File: config.mk
export PLATFORM = sky130hd
export DESIGN_NAME = rgb_window_capture_flat
export DESIGN_NICKNAME = d
export VERILOG_FILES = /design/src/rtl/rgb_window_capture_if.sv /design/src/rtl/rgb_window_capture.sv /design/src/flat_wrapper.sv
export SDC_FILE = /design/constraint.sdc
export NUM_CORES = 1
export LEC_CHECK = 0
export CAP_MARGIN = 20
export CORE_AREA = 2 2 79 81
export DETAILED_ROUTE_END_ITERATION = 16
export DIE_AREA = 0 0 81 83
export DONT_BUFFER_PORTS = 1
export PLACE_DENSITY = 0.66
export SLEW_MARGIN = 20
export SYNTH_ARGS = -nofsm -noshare
export SYNTH_HDL_FRONTEND = slang
export SYNTH_SLANG_ARGS = --single-unit
File: constraint.sdc
create_clock -name iCLK -period 1.56 [get_ports iCLK]
set_input_delay 0.234 -clock iCLK [delete_from_list [all_inputs] [get_ports iCLK]]
set_output_delay 0.234 -clock iCLK [all_outputs]
set_load 0.1 [all_outputs]
File: src/rtl/rgb_window_capture_if.sv
// Frame-buffer write port for the centred-window capture block.
//   wr_en   : one-cycle write strobe per captured pixel
//   wr_addr : buffer address, y_local*WIDTH + x_local
//   wr_data : packed {R8,G8,B8}
// master : the capture block, which drives the port.
// slave  : the frame buffer, which receives it.
interface rgb_window_capture_if #(
  parameter int unsigned AW = 7
) ();
  logic          wr_en;
  logic [AW-1:0] wr_addr;
  logic [23:0]   wr_data;

  modport master (output wr_en, output wr_addr, output wr_data);
  modport slave  (input  wr_en, input  wr_addr, input  wr_data);
endinterface

File: src/rtl/rgb_window_capture.sv
// Centred-window frame grabber.
// It watches a 12-bit RGB pixel stream and its X/Y counters. On request it
// captures the centred WIDTH x HEIGHT window of the next frame. Each pixel
// is packed to 24 bits and written into a NPIX-entry frame buffer.
// Ports:
//   iCLK, iRST          pixel clock; asynchronous active-low reset
//   iRed/iGreen/iBlue   12-bit samples
//   iDVAL               pixel valid
//   iX_Cont/iY_Cont     current pixel column / line
//   iStart              capture request, only honoured when idle
//   oBusy               armed or capturing
//   oDone               one-cycle pulse after the last window write
//   oPix_Count          pixels written in the current/last capture
//   wr                  buffer write port (master)
module rgb_window_capture #(
  parameter int unsigned H_ACTIVE = 640,
  parameter int unsigned V_ACTIVE = 480,
  parameter int unsigned WIDTH    = 10,
  parameter int unsigned HEIGHT   = 10,
  parameter int unsigned ROUND    = 1,
  localparam int unsigned NPIX    = WIDTH * HEIGHT,
  localparam int unsigned AW      = $clog2(NPIX),
  localparam int unsigned CW      = $clog2(NPIX + 1)
) (
  input  logic                iCLK,
  input  logic                iRST,
  input  logic [11:0]         iRed,
  input  logic [11:0]         iGreen,
  input  logic [11:0]         iBlue,
  input  logic                iDVAL,
  input  logic [10:0]         iX_Cont,
  input  logic [10:0]         iY_Cont,
  input  logic                iStart,
  output logic                oBusy,
  output logic                oDone,
  output logic [CW-1:0]       oPix_Count,
  rgb_window_capture_if.master wr
);

  localparam int unsigned X_START = (H_ACTIVE - WIDTH) / 2;
  localparam int unsigned Y_START = (V_ACTIVE - HEIGHT) / 2;

  localparam logic [10:0] XS = 11'(X_START);
  localparam logic [10:0] XE = 11'(X_START + WIDTH - 1);
  localparam logic [10:0] YS = 11'(Y_START);
  localparam logic [10:0] YE = 11'(Y_START + HEIGHT - 1);

  // StDrain is the cycle in which the LAST write strobe is on the bus.
  // oDone is raised in the following cycle, once StDone is entered.
  typedef enum logic [2:0] {
    StIdle,
    StWaitSof,
    StCapture,
    StDrain,
    StDone
  } state_e;

  state_e state_q, state_d;

  logic          in_win, sof, last, pre_win;
  logic [AW-1:0] x_loc, y_loc, wr_addr_c;
  logic [23:0]   wr_data_c;

  logic          wr_fire, cnt_clr, cnt_set1, cnt_inc;

  logic          wr_en_q;
  logic [AW-1:0] wr_addr_q;
  logic [23:0]   wr_data_q;
  logic [CW-1:0] cnt_q;

  // 12->8 conversion. With ROUND set, bit 3 rounds up and the result
  // saturates, so 12'hFF8..12'hFFF map to 8'hFF instead of wrapping.
  function automatic logic [7:0] conv(input logic [11:0] c);
    logic [8:0] s;
    s = {1'b0, c[11:4]} + {8'd0, c[3]};
    if (ROUND == 0) begin
      conv = c[11:4];
    end else begin
      conv = s[8] ? 8'hFF : s[7:0];
    end
  endfunction

  // Window decode, taken straight from the counters.
  always_comb begin
    in_win  = iDVAL && (iX_Cont >= XS) && (iX_Cont <= XE) &&
              (iY_Cont >= YS) && (iY_Cont <= YE);
    sof     = iDVAL && (iX_Cont == XS) && (iY_Cont == YS);
    last    = iDVAL && (iX_Cont == XE) && (iY_Cont == YE);
    pre_win = iDVAL && (iY_Cont < YS);
    // The address is derived from position, not from a running counter.
    // A dropped pixel therefore never shifts later addresses. Truncating
    // before the multiply keeps the low AW bits exact.
    x_loc     = AW'(iX_Cont - XS);
    y_loc     = AW'(iY_Cont - YS);
    wr_addr_c = y_loc * AW'(WIDTH) + x_loc;
    wr_data_c = {conv(iRed), conv(iGreen), conv(iBlue)};
  end

  // State register
  always_ff @(posedge iCLK or negedge iRST) begin
    if (!iRST) begin
      state_q <= StIdle;
    end else begin
      state_q <= state_d;
    end
  end

  // Next-state logic
  always_comb begin
    state_d = state_q;
    case (state_q)
      StIdle: begin
        if (iStart) state_d = StWaitSof;
      end
      StWaitSof: begin
        if (sof) state_d = last ? StDrain : StCapture;
      end
      StCapture: begin
        if (in_win) begin
          if (last) state_d = StDrain;
        end else if (pre_win) begin
          // The frame restarted before the window completed.
          state_d = StWaitSof;
        end
      end
      StDrain: state_d = StDone;
      StDone:  state_d = StIdle;
      default: state_d = StIdle;
    endcase
  end

  // Output / datapath control
  always_comb begin
    wr_fire  = 1'b0;
    cnt_clr  = 1'b0;
    cnt_set1 = 1'b0;
    cnt_inc  = 1'b0;
    oBusy    = 1'b0;
    oDone    = 1'b0;
    case (state_q)
      StIdle: begin
        cnt_clr = iStart;
      end
      StWaitSof: begin
        oBusy = 1'b1;
        if (sof) begin
          wr_fire  = 1'b1;
          cnt_set1 = 1'b1;
        end
      end
      StCapture: begin
        oBusy = 1'b1;
        if (in_win) begin
          wr_fire = 1'b1;
          // A SOF seen mid-capture restarts the count at this pixel.
          if (sof) cnt_set1 = 1'b1;
          else     cnt_inc  = 1'b1;
        end else if (pre_win) begin
          cnt_clr = 1'b1;
        end
      end
      StDrain: begin
        oBusy = 1'b1;
      end
      StDone: begin
        oDone = 1'b1;
      end
      default: ;
    endcase
  end

  // Write port and pixel counter. Address and data hold between strobes.
  always_ff @(posedge iCLK or negedge iRST) begin
    if (!iRST) begin
      wr_en_q   <= 1'b0;
      wr_addr_q <= '0;
      wr_data_q <= '0;
      cnt_q     <= '0;
    end else begin
      wr_en_q <= wr_fire;
      if (wr_fire) begin
        wr_addr_q <= wr_addr_c;
        wr_data_q <= wr_data_c;
      end
      if (cnt_clr) begin
        cnt_q <= '0;
      end else if (cnt_set1) begin
        cnt_q <= CW'(1);
      end else if (cnt_inc) begin
        cnt_q <= cnt_q + CW'(1);
      end
    end
  end

  assign wr.wr_en    = wr_en_q;
  assign wr.wr_addr  = wr_addr_q;
  assign wr.wr_data  = wr_data_q;
  assign oPix_Count  = cnt_q;

endmodule

File: src/flat_wrapper.sv
// flat-port wrapper written by rule: the top's interface ports become plain ports
module rgb_window_capture_flat 
#(
  parameter int unsigned H_ACTIVE = 640,
  parameter int unsigned V_ACTIVE = 480,
  parameter int unsigned WIDTH    = 10,
  parameter int unsigned HEIGHT   = 10,
  parameter int unsigned ROUND    = 1,
  localparam int unsigned NPIX    = WIDTH * HEIGHT,
  localparam int unsigned AW      = $clog2(NPIX),
  localparam int unsigned CW      = $clog2(NPIX + 1)
)
  (iCLK, iRST, iRed, iGreen, iBlue, iDVAL, iX_Cont, iY_Cont, iStart, oBusy, oDone, oPix_Count, wr_wr_en, wr_wr_addr, wr_wr_data);
  rgb_window_capture_if wr_i ();
  input  logic iCLK;
  input  logic iRST;
  input  logic [11:0] iRed;
  input  logic [11:0] iGreen;
  input  logic [11:0] iBlue;
  input  logic iDVAL;
  input  logic [10:0] iX_Cont;
  input  logic [10:0] iY_Cont;
  input  logic iStart;
  output logic oBusy;
  output logic oDone;
  output logic [CW-1:0] oPix_Count;
  output wire logic [$bits(wr_i.wr_en)-1:0] wr_wr_en;
  output wire logic [$bits(wr_i.wr_addr)-1:0] wr_wr_addr;
  output wire logic [$bits(wr_i.wr_data)-1:0] wr_wr_data;
  assign wr_wr_en = wr_i.wr_en;
  assign wr_wr_addr = wr_i.wr_addr;
  assign wr_wr_data = wr_i.wr_data;
  rgb_window_capture #(.H_ACTIVE(H_ACTIVE), .V_ACTIVE(V_ACTIVE), .WIDTH(WIDTH), .HEIGHT(HEIGHT), .ROUND(ROUND)) u_core (.iCLK(iCLK), .iRST(iRST), .iRed(iRed), .iGreen(iGreen), .iBlue(iBlue), .iDVAL(iDVAL), .iX_Cont(iX_Cont), .iY_Cont(iY_Cont), .iStart(iStart), .oBusy(oBusy), .oDone(oDone), .oPix_Count(oPix_Count), .wr(wr_i));
endmodule
# --- Yosys cells after proc, flatten, opt, wreduce, memory -nomap -nowiden ---
# Cells that the tools add are included.
op_classes:
  n_addsub: 7
  mul: 1
  div: 0
  order_cmp: 5
  n_eq_ne: 12
  n_shift: 0
  muxes: 26
  bitwise: 0
  reduce_logical: 13
op_table:
  columns: ["operator", "count"]
  rows:
  - ["$add A8 B1 Y9", 3]
  - ["$mux W8", 3]
  - ["$eq A11 B8 Y1 const B", 2]
  - ["$eq A11 B9 Y1 const B", 2]
  - ["$mux W7", 3]
  - ["$mux W3", 5]
  - ["$pmux W3 S4", 1]
  - ["$ge A11 B8 Y1 const B", 1]
  - ["$ge A11 B9 Y1 const B", 1]
  - ["$le A11 B8 Y1 const B", 1]
  - ["$le A11 B9 Y1 const B", 1]
  - ["$lt A11 B8 Y1 const B", 1]
  - ["$mux W1", 11]
  - ["$logic_and A1 B1 Y1", 9]
  - ["$add A7 B1 Y7 const B", 1]
  - ["$add A7 B7 Y7", 1]
  - ["$mul A7 B3 Y6 const B", 1]
  - ["$sub A7 B6 Y7 const B", 1]
  - ["$sub A7 B7 Y7 const B", 1]
  - ["$eq A3 B2 Y1 const B", 2]
  - ["$pmux W1 S2", 3]
  - ["$reduce_and A4 Y1", 1]
  - ["$eq A3 B1 Y1 const B", 1]
  - ["$eq A3 B3 Y1 const B", 1]
  - ["other kinds (7)", 7]
totals:
  ff_bits: 42
  latch_bits: 0
  ramBits: 0
  mem_bits_ro: 0
  in_bits: 62
  out_inout_bits: 41
  wordCells: 69
  mem_count: 0

# --- Depth between registers and ports, before layout ---
# Gate-level depths: netlist of the first run.
depth:
  word_depth: 10
  mapped_depth: 13
  mapped_depth_nobuf: 12

# --- Least setup slack after synthesis of the first run ---
# No wires, ideal clock.
synth_timing:
  path_type: "input -> register"
  from: "input iY_Cont[2]"
  to: "register u_core.wr_addr_q[6] (netlist: u_core.wr.wr_addr[6])"
  arrival_time_ns: 2.859
  required_ns: 1.434
  path_slack_ns: -1.426
  path_stages: 12
  path_buffers: 1
  cell_sequence: "buf_6 -> a21oi_1 -> xnor2_1 -> ha_1 -> ha_1 -> fa_1 -> ha_1 -> ha_1 -> a21oi_1 -> o21ai_0 -> xnor2_1 -> mux2_4"
synth_between:
  elab_chain_cells: 5
synth_rtl:
  columns: ["item", "line_no", "rtl"]
  rows:
  - ["start: declaration", "flat_wrapper.sv:22", "input logic [10:0] iY_Cont;"]
  - ["branches (longest 5 deep; another with $sub A7 B7 Y7)", null, null]
  - ["end signal: assignment", "rgb_window_capture.sv:182", "wr_addr_q <= wr_addr_c;"]
  - ["end: declaration", "rgb_window_capture.sv:67", "logic [AW-1:0] wr_addr_q;"]
# Several ways; the timed one is not identified.
# A chain may end at the register's enable or synchronous reset.

# --- Worst setup path after layout of the first run ---
layout_timing:
  from: "input iY_Cont[0]"
  to: "register u_core.wr_addr_q[6] (netlist: u_core.wr.wr_addr[6])"
# The elaborated chain is that of the path after synthesis.

==> results.json, run 1 <==
{
  "async_flop_share": 1.00,
  "cts_tree": "built",
  "syn-num-nets": 391,
  "critPathMaxFanout": 6,
  "synth-edff-count": 0,
  "vdd_drop_max_v": 0.000643,
  "via_per_inst": 5.46,
  "grt_overflow": 0,
  "synth_cell_types": 54,
  "wl_mm": 7.03,
  "clk_pin_slew_worst_paths_ns": 0.07,
  "multiInputGateArea_um2": 1980,
  "power.density_nw_per_um2": 785,
  "final_util": 0.684,
  "synth.top_cell.area_share": 0.368,
  "startpoint_type": "input pin",
  "ys.flop_type": "dfrtp_1",
  "p_leak_uw": 0.00195,
  "worst_slew_pin_slew_ns": 0.901,
  "failed_checks": "setup timing",
  "track_usage": 0.213,
  "clk_root_buffer_cell": "clkbuf_8",
  "clk_path_buf_depth": 2,
  "die-area_um2": 6720,
  "core_um2": 5820,
  "layout-drive-gt1-share": 0.368,
  "gp_congestion": 0.802,
  "drt-initial-drc-count": 72,
  "maxSlewHeadroom": 0.399,
  "grt_max_degree": 43,
  "row_count": 28,
  "hp-class": "input pin to flop",
  "clock.fmax_mhz": 408,
  "die_h_um": 83,
  "ys_seq_area_frac": 0.368,
  "dpl.cell_count": 441,
  "clock-sinks": 42,
  "cpMaxStageDelayCell": "fa_1",
  "portBuffers": 0,
  "maxSlewViolCount": 0,
  "status": "finished with violations",
  "max_stage_delay_ns": 0.53,
  "fin_skew_ns": 0.00374,
  "yosysTopAreaCell": "dfrtp_1",
  "clk_latency_ns": 0.28,
  "dr.pass1.iters": 4,
  "grt_pass1_vias": 2496,
  "nets": 468,
  "crit_top_cell": "ha_4",
  "endpoint_kind": "flop",
  "regArea_um2": 1060,
  "vias": 2501,
  "grt_first_pass_wirelength_mm": 11.4,
  "ioPinCount": 103,
  "numCtsBuffers": 5,
  "fillers": 476,
  "ys_top_cells_by_area": "dfrtp_1, ha_1, xnor2_1",
  "die_w_um": 81,
  "antenna_left": 0,
  "cp.arrival_ns": 2.62,
  "antennaDiodeCount": 0,
  "syn_area_um2": 2860,
  "ys_ff_latch": 42,
  "post_synth_inst_count": 305,
  "power_uw": 3120,
  "finalSetupViolations": 41,
  "antenna_found_initial": 0,
  "start_util": 0.491,
  "yosys_warnings": 0,
  "cp_data_required_time_ns": 1.73,
  "h-tree-depth": 2,
  "maxCapViolCount": 0,
  "hold_violations": 0,
  "drcViolationCount": 0,
  "grt_setup_unrepaired": "yes",
  "wl_per_cell_um": 15.3,
  "postLayoutSetupSlackWorst_ns": -0.888,
  "avgSynthCellArea_um2": 9.36,
  "crit_type": "input pin to flop",
  "layout.cells.non_filler": 458,
  "crit_chain": "clkinvlp_4, ha_4, ha_4, ha_2, fa_1, ha_4, ha_4, a21oi_2, o21ai_1, xnor2_1, mux2_4",
  "dp_slack_ns": -1.33,
  "post-route-period-util": 1.57,
  "dp_hpwl_mm": 5.24,
  "syn_to_final_growth_pct": 39.3,
  "period_minus_slack_ns": 2.45
}
## registers in the layout (all words and copies together), names as in the netlist
signal / flops
u_core.oPix_Count: 7
u_core.state_q: 3
u_core.wr.wr_addr: 7
u_core.wr.wr_data: 24
u_core.wr.wr_en: 1
## worst max-delay path, delay by kind of cell
| kind | cells | cell delay (ns) |
|---|---|---|
| AOI/OAI and AO/OA | 2 | 0.23 |
| xor gates and xnor gates | 1 | 0.13 |
| adders and majority gates | 6 | 1.68 |
| buffers and inverters | 1 | 0.09 |
| muxes | 1 | 0.25 |
## cell type report
cell class / count / share of cell area
Inverter: 14 / 0.0142
Clock inverter: 1 / 0.00755
Timing Repair Buffer: 78 / 0.171
Clock buffer: 7 / 0.0192
Sequential cell: 42 / 0.265
Multi-Input combinational cell: 241 / 0.499
Tap cell: 75 / 0.0236
## metrics by stage
stage,cell area [um^2],TNS [ns],hold WS (ns)
floorplan,3080,-7.67,-0.0616
global placement,3640,-14.64,-0.0603
detailed placement,3640,-15.58,-0.0600
CTS,3890,-5.58,0.0276
global route,3980,-13.24,0.0213
finish,3980,-10.49,0.0345
## Yosys cell counts, types with 3 or more instances
cell type and n:
nor2b_1 3, and3_1 10, inv_1 14, nor2_1 29, o21a_1 6, nor3_1 8
dfrtp_1 42, o21ai_0 12, nand2b_4 3, buf_2 3, a21o_1 11, xor2_1 5
o21ai_1 3, a31oi_1 10, nand4_1 3, nand3_1 14, xnor2_1 18, nand2_1 20
ha_1 22, a21oi_1 19, or3_1 4, nand2b_1 3
## report_power, final
group          switching (uW)  internal [uW]
clock network             355            479
registers                6.37           1100
logic                     566            616
total                     927           2200
## worst paths after layout
path                       slack, ns                               from                                end  depth (start not counted)
min reg2reg                     0.48  u_core.wr.wr_data[14]$_DFFE_PN0P_  u_core.wr.wr_data[14]$_DFFE_PN0P_                          1
max in group asynchronous       0.91                               iRST   u_core.oPix_Count[0]$_DFFE_PN0P_                          2
max                            -0.89                         iY_Cont[0]   u_core.wr.wr_addr[6]$_DFFE_PN0P_                         11
max reg2reg                    -0.11      u_core.state_q[2]$_DFFE_PN0P_  u_core.wr.wr_data[20]$_DFFE_PN0P_                          8
min in group asynchronous       0.44                               iRST      u_core.state_q[0]$_DFFE_PN0P_                          2
min                             0.03                         iX_Cont[0]   u_core.wr.wr_addr[0]$_DFFE_PN0P_                          1
## layout by cell type, fill, tap and decap left out, drive strengths merged, types with 3 or more instances in the layout
master  instances
inv            13
a21o           11
nor2b           3
o21ai          15
dfrtp          42
nand2b          6
clkbuf          7
buf            77
nand3          14
and4b           3
nor4b           3
xor2            5
a31oi          10
xnor2          18
o21a            6
nor2           30
mux2            3
or3             5
ha             22
nand4           3
and3           10
nand2          21
nor3            8
a21oi          19
## cell families after synthesis
| kind of cell | Yosys count | share of synthesized area |
|---|---|---|
| AND/OR/NAND/NOR | 119 | 0.238 |
| AO/OA/AOI/OAI | 72 | 0.164 |
| XOR/XNOR | 23 | 0.0706 |
| adder cells (fa/ha/maj) | 24 | 0.110 |
| multiplexers | 3 | 0.0131 |
| flip-flops | 42 | 0.368 |
| buffers and inverters | 22 | 0.0355 |
## what timing repair did
item	in CTS	in global routing
setup buffers	2	5
setup endpoints to repair	31	43
hold buffers	2	0
cloned	0	0
pin swaps	12	15
hold endpoints to repair	42	0
resized for setup	15	11
## per-layer routing
metal  track usage  share of wire
met2         0.363           0.52
met1         0.266           0.41
met5             0              0
met4        0.0632          0.015
met3        0.0467          0.055
Power figures use the tool's default switching activity.
==> run 2: changes to the inputs <==
HOLD_SLACK_MARGIN = 0.05   (was unset)
SLEW_MARGIN = unset   (was 20)
==> run 2 against run 1 <==
Effect of this change: the run still ends with setup timing left; worst hold slack improved by 0.11 ns; critical endpoint unchanged; sequential cell count stayed put; sequential share of layout area is 0.067 points lower; utilization is 0.17 points higher; total power is 0.22% higher; wire length hardly changed; clock-buffer cell count stayed put.
==> results.json, run 2 (synthesis results as in run 1) <==
{
  "grt_overflow": 0,
  "p_leak_uw": 0.00195,
  "track_usage": 0.213,
  "gp_congestion": 0.802,
  "grt_max_degree": 43,
  "numCtsBuffers": 5,
  "grt_first_pass_wirelength_mm": 11.5,
  "clk_path_buf_depth": 2,
  "startpoint_type": "input pin",
  "die-area_um2": 6720,
  "start_util": 0.491,
  "clk_pin_slew_worst_paths_ns": 0.08,
  "whs_ns": 0.149,
  "antenna_found_initial": 0,
  "syn_to_final_growth_pct": 39.7,
  "clock-sinks": 42,
  "dp_slack_ns": -1.33,
  "vias": 2502,
  "status": "finished with violations",
  "antenna_left": 0,
  "portBuffers": 0,
  "finalInstanceArea_um2": 3990,
  "final_util": 0.686,
  "hp-start": "iBlue[11]",
  "drt-initial-drc-count": 71,
  "h-tree-depth": 2,
  "antennaDiodeCount": 0,
  "critPathMaxFanout": 6,
  "row_count": 28,
  "grt_setup_unrepaired": "yes",
  "rrSetupSlack_ns": -0.10,
  "clk_latency_ns": 0.28,
  "crit_type": "input pin to flop",
  "final_cell_mix": "buf_4, dfrtp_1, nor2_1",
  "layout-drive-gt1-share": 0.367,
  "hp-class": "input pin to flop",
  "hold_violations": 0,
  "grt_pass1_vias": 2489,
  "power.density_nw_per_um2": 785,
  "cp_data_required_time_ns": 1.73,
  "nets": 469,
  "die_w_um": 81,
  "postLayoutSetupSlackWorst_ns": -0.890,
  "crit_path_start": "iY_Cont[0]",
  "cp.arrival_ns": 2.62,
  "worst_slew_pin_slew_ns": 0.901,
  "core_um2": 5820,
  "maxSlewHeadroom": 0.399,
  "dp_hpwl_mm": 5.24,
  "drcViolationCount": 0,
  "wl_per_cell_um": 15.3,
  "endpoint_kind": "flop",
  "finalSetupViolations": 41,
  "layout_commonest_cell": "buf_4",
  "vdd_drop_max_v": 0.000643,
  "largest_reg_flops": 24,
  "placed_cell_area_um2": 3640,
  "period_minus_slack_ns": 2.45,
  "maxSlewViolCount": 0,
  "via_per_inst": 5.45,
  "cts_tree": "built",
  "post-route-period-util": 1.57,
  "ioPinCount": 103,
  "clk_root_buffer_cell": "clkbuf_8",
  "clock.fmax_mhz": 408,
  "maxCapViolCount": 0,
  "failed_checks": "setup timing",
  "timing.rr.start": "u_core.state_q[2]$_DFFE_PN0P_",
  "fin_skew_ns": 0.00571,
  "die_h_um": 83,
  "dr.pass1.iters": 5,
  "wl_mm": 7.03
}
[run 2: changes by cell type in the layout (fill, tap and decap cells not counted), sizes merged]
cell         previous run  this run
dlygate4sd3             1         2
[run 2: timing repair]
action | 4_1_cts | 5_1_grt
pin swaps | 12 | 15
hold buffers | 3 | 0
gates resized for setup | 15 | 11
endpoints found under the hold margin | 43 | 0
setup endpoints to repair | 31 | 43
buffers inserted | 2 | 5
[run 2: worst paths after layout]
kind / to / cells after the start
hold reg to reg: u_core.wr.wr_data[14]$_DFFE_PN0P_ / 1
max in group asynchronous: u_core.oPix_Count[0]$_DFFE_PN0P_ / 2
min in group asynchronous: u_core.oPix_Count[2]$_DFFE_PN0P_ / 2
setup reg to reg: u_core.wr.wr_data[20]$_DFFE_PN0P_ / 8
setup / recovery: u_core.wr.wr_addr[6]$_DFFE_PN0P_ / 12
hold / removal: u_core.wr.wr_data[7]$_DFFE_PN0P_ / 3
[run 2: final cells by class]
type | instances | area (um^2)
sequential | 42 | 1060
multi-input combinational | 241 | 1980
timing repair buffer | 79 | 691
inverter | 14 | 56.3
clock buffer | 7 | 76.3
tap | 75 | 93.8
clock inverter | 1 | 30.0
fill | 474 | 1830
[run 2: worst max-delay path, stage by stage]
cell and delay, ns:
clkinvlp_4 0.09, ha_4 0.30, ha_4 0.20, ha_2 0.17, fa_1 0.48, ha_4 0.19
xnor2_2 0.13, xnor2_1 0.19, xnor2_1 0.15, xnor2_1 0.11, xnor2_1 0.13, mux2_4 0.25
[run 2: power by group]
group | switching [uW] | total, uW | internal [uW]
sequential | 6.38 | 1110 | 1100
combinational | 566 | 1180 | 617
clock | 361 | 840 | 479
[run 2: layer usage]
| metal | global-route usage | share of wire | vias to the layer above |
|---|---|---|---|
| li1 | - | - | 1248 |
| met1 | 0.270 | 0.41 | 1180 |
| met2 | 0.359 | 0.52 | 66 |
| met3 | 0.0467 | 0.054 | 8 |
| met4 | 0.0632 | 0.013 | 0 |
| met5 | 0 | 0 | - |
[run 2: stage by stage]
stage | power, uW | instances | TNS (ns)
global route | 3310 | 459 | -13.03
CTS | 3100 | 454 | -5.58
global placement | 2120 | 441 | -14.64
finish | 3130 | 459 | -10.27
floorplan | 1850 | 305 | -7.67
detailed placement | 2150 | 441 | -15.58
==> run 3: changes to the inputs <==
CORE_AREA = 2 2 76 78   (was 2 2 79 81)
DIE_AREA = 0 0 78 80   (was 0 0 81 83)
PLACE_DENSITY = 0.71   (was 0.66)
SKIP_CTS_REPAIR_TIMING = 1   (was unset)
==> run 3 against run 2 <==
Effect of this change: the flow still finishes with violations (setup timing); utilization up 6.0 points; highest routed layer unchanged; worst setup slack improved by 0.0019 ns; largest power group unchanged; worst hold slack worse by 0.0046 ns; first-iteration DRC count is 18% lower; non-clock buffer count increased by 3; register-to-register slack improved by 0.06 ns; final area is 1.1% higher.
==> results.json, run 3 (synthesis results as in run 1) <==
{
  "hp-class": "input pin to flop",
  "p_leak_uw": 0.00198,
  "period_minus_slack_ns": 2.45,
  "grt_overflow": 0,
  "die_w_um": 78,
  "crit_chain": "ha_4, o21ai_2, xor2_1, ha_1, fa_1, ha_4, xnor2_2, xnor2_1, xnor2_1, xnor2_1, xnor2_1, mux2_4",
  "max_stage_delay_ns": 0.52,
  "setup_tns_ns": -3.07,
  "portBuffers": 0,
  "clk_latency_ns": 0.29,
  "startpoint_type": "input pin",
  "grt_first_pass_wirelength_mm": 10.2,
  "die-area_um2": 6240,
  "critPathMaxFanout": 6,
  "post-route-period-util": 1.57,
  "wl_per_cell_um": 15.2,
  "grt_setup_unrepaired": "yes",
  "row_count": 27,
  "finalSetupViolations": 13,
  "postLayoutSetupSlackWorst_ns": -0.888,
  "dp_slack_ns": -1.28,
  "antenna_found_initial": 0,
  "vias": 2517,
  "via_per_inst": 5.48,
  "track_usage": 0.204,
  "status": "finished with violations",
  "dp_hpwl_mm": 5.00,
  "syn_to_final_growth_pct": 41.1,
  "hold_violations": 0,
  "clock.fmax_mhz": 409,
  "maxCapViolCount": 0,
  "cp_top_family": "adder cells",
  "clk_path_buf_depth": 2,
  "worst_slew_pin_slew_ns": 0.478,
  "largest_reg_flops": 24,
  "clock-sinks": 42,
  "antennaDiodeCount": 0,
  "crit_top_cell": "xnor2_1",
  "layout_commonest_cell": "buf_4",
  "core_um2": 5410,
  "clk_pin_slew_worst_paths_ns": 0.09,
  "failed_checks": "setup timing",
  "clk_root_buffer_cell": "clkbuf_8",
  "crit_type": "input pin to flop",
  "critical_path_buf_inv_count": 0,
  "cts_tree": "built",
  "cp_data_required_time_ns": 1.74,
  "layout-drive-gt1-share": 0.372,
  "vdd_drop_max_v": 0.000555,
  "antenna_left": 0,
  "maxSlewHeadroom": 0.680,
  "power.density_nw_per_um2": 789,
  "endpoint_kind": "flop",
  "grt_max_degree": 43,
  "final_cell_mix": "buf_4, dfrtp_1, nor2_1",
  "grt_pass1_vias": 2239,
  "cp.arrival_ns": 2.63,
  "nets": 472,
  "die_h_um": 80,
  "ioPinCount": 103,
  "cpMaxStageDelayCell": "fa_1",
  "drt-initial-drc-count": 58,
  "dr.pass1.iters": 6,
  "start_util": 0.528,
  "h-tree-depth": 2,
  "maxSlewViolCount": 0,
  "numCtsBuffers": 5,
  "wl_mm": 7.00,
  "gp_congestion": 0.819,
  "fin_skew_ns": 0.00449,
  "drcViolationCount": 0
}
## run 3: cell count changes in the layout (fill, tap and decap cells not counted), sizes merged
cell,change
buf,+2
inv,+1
clkbuf,-1
clkinv,+1
## run 3: layer usage
metal  vias up  global-route usage  part of all wire
met4         0              0.0404            0.0059
met3         4              0.0486             0.045
met2        63               0.346              0.53
met1      1193               0.268              0.42
li1       1257                   -                 -
met5         -                   0                 0
## run 3: metrics by stage
step | area (um^2) | total power [uW] | hold slack [ns] | util | cells
after floorplan | 3080 | 1850 | -0.0616 | - | 305
after global placement | 3670 | 2120 | -0.0603 | 0.679 | 442
after detailed placement | 3670 | 2140 | -0.0602 | 0.679 | 442
after CTS | 3780 | 3020 | -0.386 | 0.700 | 450
after global routing | 4030 | 3370 | 0.140 | 0.746 | 459
final | 4030 | 3180 | 0.145 | 0.746 | 459
## run 3: path summary, 6_finish.rpt
| check | start | depth (start not counted) | slack [ns] | to |
|---|---|---|---|---|
| worst min-delay path | iBlue[8] | 3 | 0.14 | u_core.wr.wr_data[4]$_DFFE_PN0P_ |
| worst max register to register | u_core.state_q[0]$_DFFE_PN0P_ | 7 | -0.04 | u_core.oPix_Count[1]$_DFFE_PN0P_ |
| max in group asynchronous | iRST | 2 | 0.87 | u_core.oPix_Count[0]$_DFFE_PN0P_ |
| min in group asynchronous | iRST | 2 | 0.48 | u_core.wr.wr_data[18]$_DFFE_PN0P_ |
| worst min register to register | u_core.wr.wr_data[13]$_DFFE_PN0P_ | 1 | 0.50 | u_core.wr.wr_data[13]$_DFFE_PN0P_ |
| worst max-delay path | iY_Cont[0] | 12 | -0.89 | u_core.wr.wr_addr[6]$_DFFE_PN0P_ |
## run 3: area by class of cell
class / count / area (um^2)
Clock buffer: 5 / 68.8
Clock inverter: 3 / 43.8
Fill cell: 403 / 1380
Inverter: 14 / 56.3
Multi-Input combinational cell: 241 / 1980
Sequential cell: 42 / 1060
Tap cell: 72 / 90.1
Timing Repair Buffer: 82 / 731
## run 3: worst reg2reg max path: cells and delay by family (launching register included)
| family | cells | cell delay (ns) |
|---|---|---|
| AO/OA/AOI/OAI | 2 | 0.54 |
| buffers and inverters | 3 | 0.39 |
| flip-flops | 1 | 0.41 |
| AND/OR/NAND/NOR | 2 | 0.20 |
## run 3: power by group
group	internal (uW)	switching, uW
registers	1100	11.6
logic	632	559
clock network	480	397
